===== src/rtl/redmule_pkg.sv =====
// Shared RedMulE constants and types used by the output cast/pack path.
package redmule_pkg;

  localparam int unsigned DW_CUT             = 256;
  localparam int unsigned CASTOUT_PACK_RATIO = 2;

  typedef struct packed {
    logic [DW_CUT-1:0]   data;
    logic [DW_CUT/8-1:0] strb;
    logic                last;
  } castout_beat_t;

endpackage


===== src/rtl/redmule_castout_packer.sv =====
// Packs Ratio narrow cast words into one strobed memory word; wide words pass through.
// Handshake: a beat transfers on a rising edge where valid && ready; valid never waits on ready.
module redmule_castout_packer
  import redmule_pkg::*;
#(
  parameter int unsigned DataW = DW_CUT,
  parameter int unsigned Ratio = CASTOUT_PACK_RATIO
) (
  input  logic               clk_i,
  input  logic               rst_i,
  input  logic               clear_i,
  input  logic               in_valid_i,
  output logic               in_ready_o,
  input  logic [DataW-1:0]   in_data_i,
  input  logic               in_narrow_i,
  input  logic               in_last_i,
  output logic               out_valid_o,
  input  logic               out_ready_i,
  output logic [DataW-1:0]   out_data_o,
  output logic [DataW/8-1:0] out_strb_o,
  output logic               out_last_o
);

  localparam int unsigned NarrowW = DataW / Ratio;
  localparam int unsigned StrbW   = DataW / 8;
  localparam int unsigned SliceB  = StrbW / Ratio;
  localparam int unsigned CntW    = (Ratio > 1) ? $clog2(Ratio) : 1;

  logic [DataW-1:0] r_data;
  logic [StrbW-1:0] r_strb;
  logic             r_last;
  logic             r_out_valid;
  logic [CntW-1:0]  r_cnt;

  logic             w_flush_needed;
  logic             w_out_free;
  logic             w_in_fire;
  logic             w_word_done;
  logic [DataW-1:0] w_pack_data;
  logic [StrbW-1:0] w_pack_strb;

  // While a partial word is being filled the register is never valid, so a
  // wide beat can always promote it immediately; the wide beat waits one cycle.
  assign w_flush_needed = (r_cnt != '0) && !in_narrow_i && in_valid_i;
  assign w_out_free     = !r_out_valid || out_ready_i;
  assign in_ready_o     = w_out_free && !w_flush_needed;
  assign w_in_fire      = in_valid_i && in_ready_o;
  assign w_word_done    = (r_cnt == CntW'(Ratio - 1)) || in_last_i;

  always_comb begin
    w_pack_data = (r_cnt == '0) ? '0 : r_data;
    w_pack_strb = (r_cnt == '0) ? '0 : r_strb;
    for (int s = 0; s < int'(Ratio); s++) begin
      if (CntW'(s) == r_cnt) begin
        w_pack_data[s*NarrowW +: NarrowW] = in_data_i[NarrowW-1:0];
        w_pack_strb[s*SliceB +: SliceB]   = '1;
      end
    end
  end

  always_ff @(posedge clk_i) begin
    if (rst_i || clear_i) begin
      r_data      <= '0;
      r_strb      <= '0;
      r_last      <= 1'b0;
      r_out_valid <= 1'b0;
      r_cnt       <= '0;
    end else begin
      if (r_out_valid && out_ready_i) begin
        r_out_valid <= 1'b0;
      end
      if (w_flush_needed) begin
        r_out_valid <= 1'b1;
        r_last      <= 1'b0;
        r_cnt       <= '0;
      end else if (w_in_fire) begin
        if (in_narrow_i) begin
          r_data <= w_pack_data;
          r_strb <= w_pack_strb;
          if (w_word_done) begin
            r_out_valid <= 1'b1;
            r_last      <= in_last_i;
            r_cnt       <= '0;
          end else begin
            r_cnt <= r_cnt + 1'b1;
          end
        end else begin
          r_data      <= in_data_i;
          r_strb      <= '1;
          r_last      <= in_last_i;
          r_out_valid <= 1'b1;
        end
      end
    end
  end

  assign out_valid_o = r_out_valid;
  assign out_data_o  = r_data;
  assign out_strb_o  = r_strb;
  assign out_last_o  = r_last;

endmodule


===== config.mk =====
export PLATFORM = sky130hd
export DESIGN_NAME = redmule_castout_packer
export DESIGN_NICKNAME = d
export VERILOG_FILES = /design/src/rtl/redmule_pkg.sv /design/src/rtl/redmule_castout_packer.sv
export SDC_FILE = /design/constraint.sdc
export NUM_CORES = 1
export LEC_CHECK = 0
export BUFFER_PORTS_ARGS = -buffer_cell sky130_fd_sc_hd__buf_2
export CAP_MARGIN = 25
export CORE_AREA = 10 10 207 209
export CTS_BUF_LIST = sky130_fd_sc_hd__clkbuf_8
export CTS_CLUSTER_SIZE = 30
export DETAILED_ROUTE_END_ITERATION = 7
export DIE_AREA = 0 0 217 219
export HOLD_SLACK_MARGIN = 0.06
export SLEW_MARGIN = 20
export SYNTH_ARGS = -nofsm -noshare
export SYNTH_HDL_FRONTEND = slang
export SYNTH_SLANG_ARGS = --single-unit

===== constraint.sdc =====
create_clock -name clk_i -period 2.37 [get_ports clk_i]
set_clock_uncertainty 0.2 [all_clocks]
set_input_delay 0.237 -clock clk_i [delete_from_list [all_inputs] [get_ports clk_i]]
set_output_delay 0.237 -clock clk_i [all_outputs]
set_load 0.1 [all_outputs]

==> results_dict.tcl, run 1 <==
set metrics [dict create \
    status "finished clean" \
    layout_common_cells "buf_2, dlygate4sd3_1, dfxtp_1, nand2_1, nor2_1" \
    vias_per_cell 4.93 \
    finalHoldViolations 0 \
    clk_pin_slew_worst_paths_ns 0.05 \
    antenna_left 0 \
    final_common_cell "buf_2" \
    dr.pass1.iters 5 \
    start_util_pct 27.8 \
    cts_root_buffer "clkbuf_8" \
    min_path_type "in2reg" \
    post-place-ws_ns 0.327 \
    pin_count 554 \
    dp_cells 2161 \
    stdcell_area_mm2 0.0175 \
    antenna_found_initial 3 \
    post-route-period-util_pct 97.9 \
    worst_pin_slew_ns 0.620 \
    crit_type "in2reg" \
    finalMaxSlewViolations 0 \
    synthesis.area_mm2 0.0107 \
    crit_path_start_kind "input pin" \
    multi_input_comb_area_mm2 0.00475 \
    numClockSinks 261 \
    vias 12400 \
    finalSetupViolCount 0 \
    finalWorstSetupSlack_ns 0.0502 \
    switching_share_pct 35.8 \
    tns_ns 0 \
    cp-end-kind "flip-flop" \
    max_freq_mhz 431 \
    critPathMaxFanout 7 \
    min_period_ns 2.32 \
    port_buffers 553 \
    yosysUniqueCellTypes 25 \
    synth_fp_nets 1464 \
    drc 0 \
    synthCells 1201 \
    p_per_area_mw_per_mm2 686 \
    grt_pass1_vias 12900 \
    place.gp.congestion 0.821 \
    nFillCells 3672 \
    grt_first_pass_wirelength_mm 75.2 \
    switchingPower_mw 4.31 \
    rows 72 \
    slew_headroom_pct 58.6 \
    required_ns 2.64 \
    fin_util_pct 45.5 \
    dieArea_mm2 0.0475 \
    clk_path_buf_depth 3 \
    place_area_mm2 0.0139 \
    grt_use_total_pct 19.6 \
    power_frac_comb_pct 27.1 \
    clk_latency_ns 0.58 \
    areaGrowthSynthToFinish_pct 63.6 \
    drive_gt1_share_pct 38.7 \
    clkPwrFrac_pct 34.2 \
    drtIter0Drc 928 \
    routedWlPerCell_um 20.3 \
    drv_cap 0 \
    cts_max_level 2 \
    vdd_drop_max_v 0.000551 \
    final-seq-area_mm2 0.00523 \
    grt_max_degree 75 \
    cts_tree "built" \
    power.leakage_nw 8.10 \
    final_net_count 2227 \
    cts_buffers 46 \
    die_x_um 217 \
    dp_hpwl_mm 33.2 \
    drt_wl_total_mm 51.0 \
    p_int_mw 7.73 \
    arrival_ns 2.59 \
    p_seq_share_pct 38.6 \
    synth.ff_latch_count 261 \
    grt-ovfl-total 0 \
    final_cells 2518 \
    avgSynthCellArea_um2 8.93 \
    die_y_um 219 \
    coreArea_mm2 0.0386 \
    ys_seq_area_share_pct 48.7 \
    yosys_warnings 0 \
]
## power by group through the flow
| stage | clock network, mW | logic, mW | registers, mW |
|---|---|---|---|
| 2_1_floorplan | 0 | 0.929 | 5.92 |
| 4_1_cts | 4.23 | 3.20 | 4.65 |
| 3_5_place_dp | 0 | 2.85 | 4.74 |
| 3_3_place_gp | 0 | 2.83 | 4.73 |
| 5_1_grt | 4.44 | 3.41 | 4.66 |
| 6_report | 4.12 | 3.27 | 4.65 |
## flip-flops by register name (all words and copies together), names as in the netlist
register,count
out_strb_o,2
out_data_o,256
out_valid_o,1
out_last_o,1
r_cnt,1
## worst max-delay path: stages
cell           delay (ns)
dlygate4sd3_1        0.53
buf_2                0.24
inv_2                0.11
or3_4                0.47
a222oi_1             0.35
dlygate4sd3_1        0.60
nor2_1               0.04
## Yosys cell counts
cell | n | area share (%)
nor2_1 | 136 | 4.8
a222oi_1 | 1 | 0.093
nand2b_1 | 1 | 0.058
a21oi_1 | 130 | 6.1
clkbuf_1 | 50 | 1.8
buf_2 | 42 | 2.0
nor3_1 | 130 | 6.1
or3_4 | 1 | 0.11
buf_1 | 8 | 0.28
a221oi_2 | 110 | 15
nor2b_1 | 2 | 0.12
a32o_1 | 1 | 0.093
inv_2 | 1 | 0.035
a311oi_1 | 1 | 0.082
buf_6 | 13 | 1.4
a221oi_1 | 18 | 1.5
inv_1 | 2 | 0.070
nand3_1 | 1 | 0.047
buf_4 | 30 | 2.1
nor3_2 | 1 | 0.093
o31ai_1 | 1 | 0.070
nand2_1 | 258 | 9.0
or2_2 | 1 | 0.058
dfxtp_1 | 261 | 49
mux2i_1 | 1 | 0.093
## what timing repair did
item                       CTS  global route
buffers inserted             0             3
hold endpoints to repair   260             0
gates resized for setup      0             6
hold buffers               267             0
setup endpoints to repair    0             5
## cell type report
type | instances | area share, %
diodes | 5 | 0.0713
clock buffers | 57 | 4.47
clock inverters | 22 | 0.649
inverters | 3 | 0.0927
multi-input cells | 795 | 27.1
flip-flops and latches | 261 | 29.8
well taps | 518 | 3.70
repair buffers | 857 | 34.2
## through the flow
stage | hold slack, ns | power [mW]
floorplan | 0.152 | 6.85
global placement | 0.238 | 7.56
detailed placement | 0.244 | 7.58
CTS | 0.0931 | 12.1
global route | 0.123 | 12.5
finish | 0.146 | 12.0
## cells by family (layout without fill, tap and decap cells)
family          after synthesis  after routing  share of synthesized area [%]
buf+inv                     146            939                           7.56
flops                       261            261                           48.7
simple gates                531            532                           20.3
other cells                   0              5                              0
mux                           1              1                         0.0934
compound gates              262            262                           23.3
## path summary, 6_finish.rpt
kind	startpoint	to	slack [ns]	cells past startpoint
max	in_valid_i	out_last_o$_SDFFE_PP0P_	0.05	7
min	out_ready_i	r_cnt$_SDFFE_PP0P_	0.15	5
max reg2reg	r_cnt$_SDFFE_PP0P_	out_last_o$_SDFFE_PP0P_	0.07	5
min reg2reg	out_data_o[121]$_SDFFE_PP0P_	out_data_o[121]$_SDFFE_PP0P_	0.25	2
## routing by layer
layer	wire (µm)	up-vias	track usage [%]
met2	24600	686	33.4
li1	-	5709	-
met5	0	-	0
met3	4770	150	6.85
met4	2250	0	9.62
met1	19300	5863	21.5
Note: power is estimated with default switching activity, not from simulation.
==> run 2: changes to the inputs <==
CELL_PAD_IN_SITES_DETAIL_PLACEMENT = 1   (was unset)
CELL_PAD_IN_SITES_GLOBAL_PLACEMENT = 1   (was unset)
CORE_AREA = 10 10 206 208   (was 10 10 207 209)
DIE_AREA = 0 0 216 218   (was 0 0 217 219)
PLACE_DENSITY_LB_ADDON = 0.1   (was unset)
clock period = 2.9 ns   (was 2.37 ns; I/O delays follow)
==> run 2 against run 1 <==
Flip-flop and latch count unchanged. Routed wire length increased by 12%. Setup slack improved by 0.16 ns. Combinational power decreased by 18%. First-iteration DRC count decreased by 20%. Register-to-register slack improved by 0.14 ns. Non-clock buffer count decreased by 14. Design area decreased by 0.69%. Critical path type is now reg2reg. Critical endpoint is now out_data_o[158]$_SDFFE_PP0P_. Largest cell class unchanged. Largest power group unchanged.
==> results_dict.tcl, run 2 (synthesis results as in run 1) <==
set metrics [dict create \
    grt_first_pass_wirelength_mm 84.1 \
    coreArea_mm2 0.0383 \
    cp_top_family "simple AND/OR/NAND/NOR gates" \
    drtIter0Drc 747 \
    clk_pin_slew_worst_paths_ns 0.06 \
    grt_use_total_pct 22.9 \
    cts_tree "built" \
    r2r_start "r_cnt$_SDFFE_PP0P_" \
    arrival_ns 3.02 \
    vias 12200 \
    slew_headroom_pct 52.6 \
    drive_gt1_share_pct 38.3 \
    grt_max_degree 93 \
    layout_common_cells "buf_2, dlygate4sd3_1, dfxtp_1, nand2_1, nor2_1" \
    finalMaxSlewViolations 0 \
    cts_max_level 2 \
    post-route-period-util_pct 92.8 \
    min_from "out_ready_i" \
    fin_util_pct 45.5 \
    routedWlPerCell_um 22.7 \
    crit_chain "nor2b_1 -> or3_4 -> buf_12 -> a221oi_2 -> dlygate4sd3_1 -> nor3_1" \
    drt_wl_total_mm 57.1 \
    crit_slowest_cell "dlygate4sd3_1" \
    place.gp.congestion 0.778 \
    rsz0062_at_grt "no" \
    vias_per_cell 4.85 \
    areaGrowthSynthToFinish_pct 62.4 \
    crit_path_start_kind "flip-flop" \
    required_ns 3.22 \
    pin_count 554 \
    min_path_type "in2reg" \
    cp-startpoint "r_cnt$_SDFFE_PP0P_" \
    drv_cap 0 \
    antenna_found_initial 7 \
    drc 0 \
    finalSetupViolCount 0 \
    p_per_area_mw_per_mm2 578 \
    crit_path_max_incr_delay_ns 0.60 \
    power_frac_comb_pct 26.5 \
    final_net_count 2216 \
    dp_hpwl_mm 38.2 \
    met1Wirelength_mm 22.3 \
    port_buffers 553 \
    tns_ns 0 \
    dr.pass1.iters 4 \
    final_common_cell "buf_2" \
    start_util_pct 28.0 \
    vdd_drop_max_v 0.000317 \
    cts_buffers 49 \
    grt-ovfl-total 0 \
    clk_path_buf_depth 3 \
    die_x_um 216 \
    status "finished clean" \
    die_y_um 218 \
    clk_latency_ns 0.59 \
    crit_type "reg2reg" \
    power.leakage_nw 8.03 \
    rows 72 \
    worst_pin_slew_ns 0.712 \
    switchingPower_mw 3.64 \
    grt_pass1_vias 13200 \
    min_period_ns 2.69 \
    finalHoldViolations 0 \
    cp-end-kind "flip-flop" \
    dieArea_mm2 0.0471 \
    critPathMaxFanout 17 \
    switching_share_pct 36.2 \
    crit_buf_inv 2 \
    cts_root_buffer "clkbuf_8" \
    numClockSinks 261 \
    p_seq_share_pct 37.7 \
    antenna_left 0 \
    p_int_mw 6.43 \
    dr_wl_met3_mm 4.35 \
    clkPwrFrac_pct 35.8 \
    routed.top_layer "met4" \
    largest_reg_flops 256 \
    max_freq_mhz 372 \
    met2WireLength_mm 27.8 \
]
-- run 2: final timing paths --
path                                  end  slack, ns  cells after the start
max          out_data_o[158]$_SDFFE_PP0P_       0.21                      6
min                    r_cnt$_SDFFE_PP0P_       0.24                      6
max reg2reg  out_data_o[158]$_SDFFE_PP0P_       0.21                      6
min reg2reg   out_data_o[81]$_SDFFE_PP0P_       0.25                      2
-- run 2: repair_timing --
| item | 4_1_cts | 5_1_grt |
|---|---|---|
| resized for setup | 0 | 0 |
| hold endpoints to repair | 260 | 0 |
| hold buffers | 270 | 0 |
| endpoints found under the setup margin | 0 | 4 |
| buffers inserted | 0 | 0 |
-- run 2: power by group through the flow --
stage | logic, mW | registers, mW | clock network, mW
after CTS | 2.66 | 3.79 | 3.75
after global placement | 2.34 | 3.87 | 0
after detailed placement | 2.36 | 3.87 | 0
after global routing | 2.80 | 3.81 | 3.91
after floorplan | 0.759 | 4.84 | 0
final | 2.67 | 3.80 | 3.60
-- run 2: per-layer routing --
metal / global-route usage [%] / vias up
met3: 7.21 / 133
li1: - / 5704
met4: 11.9 / 0
met5: 0 / -
met1: 25.5 / 5895
met2: 38.6 / 456
-- run 2: per-stage QoR --
step                      power, mW  instances  setup slack (ns)  hold slack (ns)  cell area [µm²]
after CTS                      10.2       2505             0.107            0.109            17400
after floorplan                5.60       1201             0.592            0.205            10700
after detailed placement       6.23       2149             0.608            0.243            13700
final                          10.1       2513             0.208            0.235            17400
after global routing           10.5       2512            0.0154            0.238            17400
after global placement         6.21       2149             0.673            0.239            13700
-- run 2: final cells by class --
cell class              count  area, µm²
diodes                      7       17.5
clock buffers              61        840
clock inverters            25        131
fillers                  4593      20900
inverters                   3       16.3
multi-input cells         795       4730
flip-flops and latches    261       5230
well taps                 518        648
repair buffers            843       5810
-- run 2: worst reg2reg max path, delay by kind of cell (launching register included) --
kind / cells / cell delay, ns
AND/OR/NAND/NOR: 3 / 1.10
buffers and inverters: 2 / 0.85
AO/OA/AOI/OAI: 1 / 0.06
flip-flops: 1 / 0.42
==> run 3: changes to the inputs <==
ABC_AREA = 1   (was unset)
CORE_AREA = 10 10 208 210   (was 10 10 206 208)
DIE_AREA = 0 0 218 220   (was 0 0 216 218)
==> run 3 against run 2 <==
Critical path depth is 2 higher. First-iteration DRC count fell by 6.8%. Flip-flop and latch count unchanged. Setup slack gained 0.11 ns. Die area up 1.9%. Critical endpoint is now in_ready_o. Utilization is 0.50 points lower. Register-to-register slack gained 0.28 ns. Global-route usage rose by 1.4 points. Design area rose by 1.4%. Largest power group unchanged. Combinational power down 3%. Hold slack lost 0.12 ns. Via count grew 13%.
==> results_dict.tcl, run 3 <==
set metrics [dict create \
    crit_type "in2out" \
    clk_path_buf_depth 3 \
    finalMaxSlewViolations 0 \
    async_flop_share_pct 0 \
    die_y_um 220 \
    avgSynthCellArea_um2 6.84 \
    max_freq_mhz 387 \
    drive_gt1_share_pct 26.7 \
    post-route-period-util_pct 89.1 \
    drt_wl_total_mm 60.8 \
    postCtsSetupRepairBufs 0 \
    r2r_start "r_cnt$_SDFFE_PP0P_" \
    finalHoldViolations 0 \
    drc 0 \
    synth_ff_type "dfxtp_1" \
    worst_pin_slew_ns 0.977 \
    crit_slowest_cell "dlygate4sd3_1" \
    dieArea_mm2 0.0480 \
    r2r_end "out_data_o[72]$_SDFFE_PP0P_" \
    crit_path_max_incr_delay_ns 0.54 \
    place_area_mm2 0.0139 \
    slew_headroom_pct 34.9 \
    post-place-ws_ns 0.796 \
    pin_count 554 \
    critPathMaxFanout 133 \
    grt-ovfl-total 0 \
    synth_most_common_cell "nand2_1" \
    antenna_found_initial 8 \
    clk_latency_ns 0.59 \
    hold-path-cell-count 5 \
    min_period_ns 2.58 \
    holdPathEnd "out_data_o[120]$_SDFFE_PP0P_" \
    multi_input_comb_area_mm2 0.00493 \
    dp_hpwl_mm 39.4 \
    tns_ns 0 \
    yosysUniqueCellTypes 17 \
    rows 73 \
    regToRegSetupSlack_ns 0.49 \
    coreArea_mm2 0.0393 \
    rsz0062_at_grt "no" \
    vdd_drop_max_v 0.000283 \
    p_per_area_mw_per_mm2 557 \
    finalWorstSetupSlack_ns 0.315 \
    synth.top_cells.by_count "nand2_1, dfxtp_1, nor2_1" \
    grt_pass1_vias 14800 \
    synthesis.area_mm2 0.0110 \
    nFillCells 5084 \
    r2r_cells 6 \
    final_common_cell "buf_2" \
    start_util_pct 27.9 \
    crit_path_start_kind "input pin" \
    synthTopCellsByArea "dfxtp_1, nand2_1, nor2_1, a21oi_1, nand3_1" \
    yosys_warnings 0 \
    numClockSinks 261 \
    layout_common_cells "buf_2, nand2_1, dlygate4sd3_1, nor2_1, dfxtp_1" \
    hold_buffers 285 \
    min_path_type "in2reg" \
    areaGrowthSynthToFinish_pct 61.2 \
    largest_reg_flops 256 \
    min_from "clear_i" \
    vias_per_cell 4.73 \
    cts_max_level 2 \
    dr.pass1.iters 5 \
    die_x_um 218 \
    status "finished clean" \
    critPathMostFrequentCell "buf_12" \
    synth_fp_nets 1866 \
    place.gp.congestion 0.812 \
    power.leakage_nw 8.65 \
    synth.ff_latch_count 261 \
    arrival_ns 2.09 \
    clk_pin_slew_worst_paths_ns 0.06 \
    required_ns 2.41 \
    grt_max_degree 134 \
    finalSetupViolCount 0 \
    synth-edff-count 0 \
    drtIter0Drc 696 \
    stdcell_area_mm2 0.0177 \
    grt_first_pass_wirelength_mm 91.0 \
    crit_chain "buf_4 -> inv_4 -> buf_12 -> nand3_1 -> nand2_1 -> dlygate4sd3_1 -> inv_1 -> buf_12" \
    final_net_count 2616 \
    antenna_left 0 \
    synthCells 1603 \
    routedWlPerCell_um 20.8 \
    cts_buffers 50 \
    cts_root_buffer "clkbuf_8" \
    drv_cap 0 \
    yosysTopAreaCell "dfxtp_1" \
    final-seq-area_mm2 0.00523 \
    post_cts_resized 0 \
    ys_seq_area_share_pct 47.7 \
    cts_tree "built" \
    vias 13800 \
    port_buffers 553 \
    grt_use_total_pct 24.3 \
    yosysTopAreaCellShare_pct 47.7 \
    cp-end-kind "primary output" \
]
-- run 3: cell types whose count changed in the layout (fill, tap and decap cells not counted), sizes merged, moves of 15 or more --
cell         before  now
dlygate4sd3     270  285
nor2            136  261
nor3            131    0
o21ai             0  131
a221oi          128    0
nand3             1  131
nand2           258  520
-- run 3: area by class of cell --
type	count	share of cell area, %
inverter	9	0.248
tap	525	3.72
antenna	7	0.0991
clock inverter	26	0.559
multi-input combinational	1176	27.9
sequential	261	29.6
timing repair buffer	855	33.2
clock buffer	60	4.67
-- run 3: where the power goes --
group	internal, mW	leakage (nW)	switching (mW)
Combinational	0.675	5.96	1.91
Sequential	3.72	2.13	0.0733
Clock	1.84	0.569	1.62
Total	6.24	8.65	3.60
-- run 3: kinds of logic after synthesis --
group / after synthesis / share of synthesized area (%)
simple gates: 913 / 32.8
buf+inv: 166 / 7.50
compound gates: 263 / 12.0
flops: 261 / 47.7
-- run 3: worst max-delay path by stage --
stage / depth (start not counted) / end / startpoint
3_3_place_gp: 7 / in_ready_o / in_narrow_i
4_1_cts: 8 / in_ready_o / in_narrow_i
2_1_floorplan: 6 / out_strb_o[30]$_SDFFE_PP0P_ / out_valid_o$_SDFF_PP0_
3_5_place_dp: 8 / out_data_o[55]$_SDFFE_PP0P_ / in_narrow_i
5_1_grt: 8 / in_ready_o / in_narrow_i
6_report: 8 / in_ready_o / in_narrow_i
-- run 3: layer usage --
metal / vias to the layer above / part of all wire (%) / GRT usage, %
met2: 480 / 48 / 40.9
met1: 6602 / 40 / 27.9
li1: 6606 / - / -
met3: 112 / 8.6 / 7.87
met4: 4 / 3.4 / 9.81
met5: - / 0.026 / 0
-- run 3: stage by stage --
step | hold slack (ns) | cells | util (%) | total power, mW
after floorplan | 0.235 | 1603 | - | 5.51
after global placement | 0.249 | 2541 | 35.3 | 6.11
after detailed placement | 0.252 | 2541 | 35.3 | 6.13
after CTS | 0.0738 | 2912 | 44.9 | 9.97
after global routing | 0.104 | 2918 | 45.0 | 10.3
final | 0.120 | 2919 | 45.0 | 9.84
-- run 3: worst max-delay path, delay by kind of cell --
kind                   cells  cell delay [ns]
and+or+nand+nor            2             0.28
buffers and inverters      6             1.48
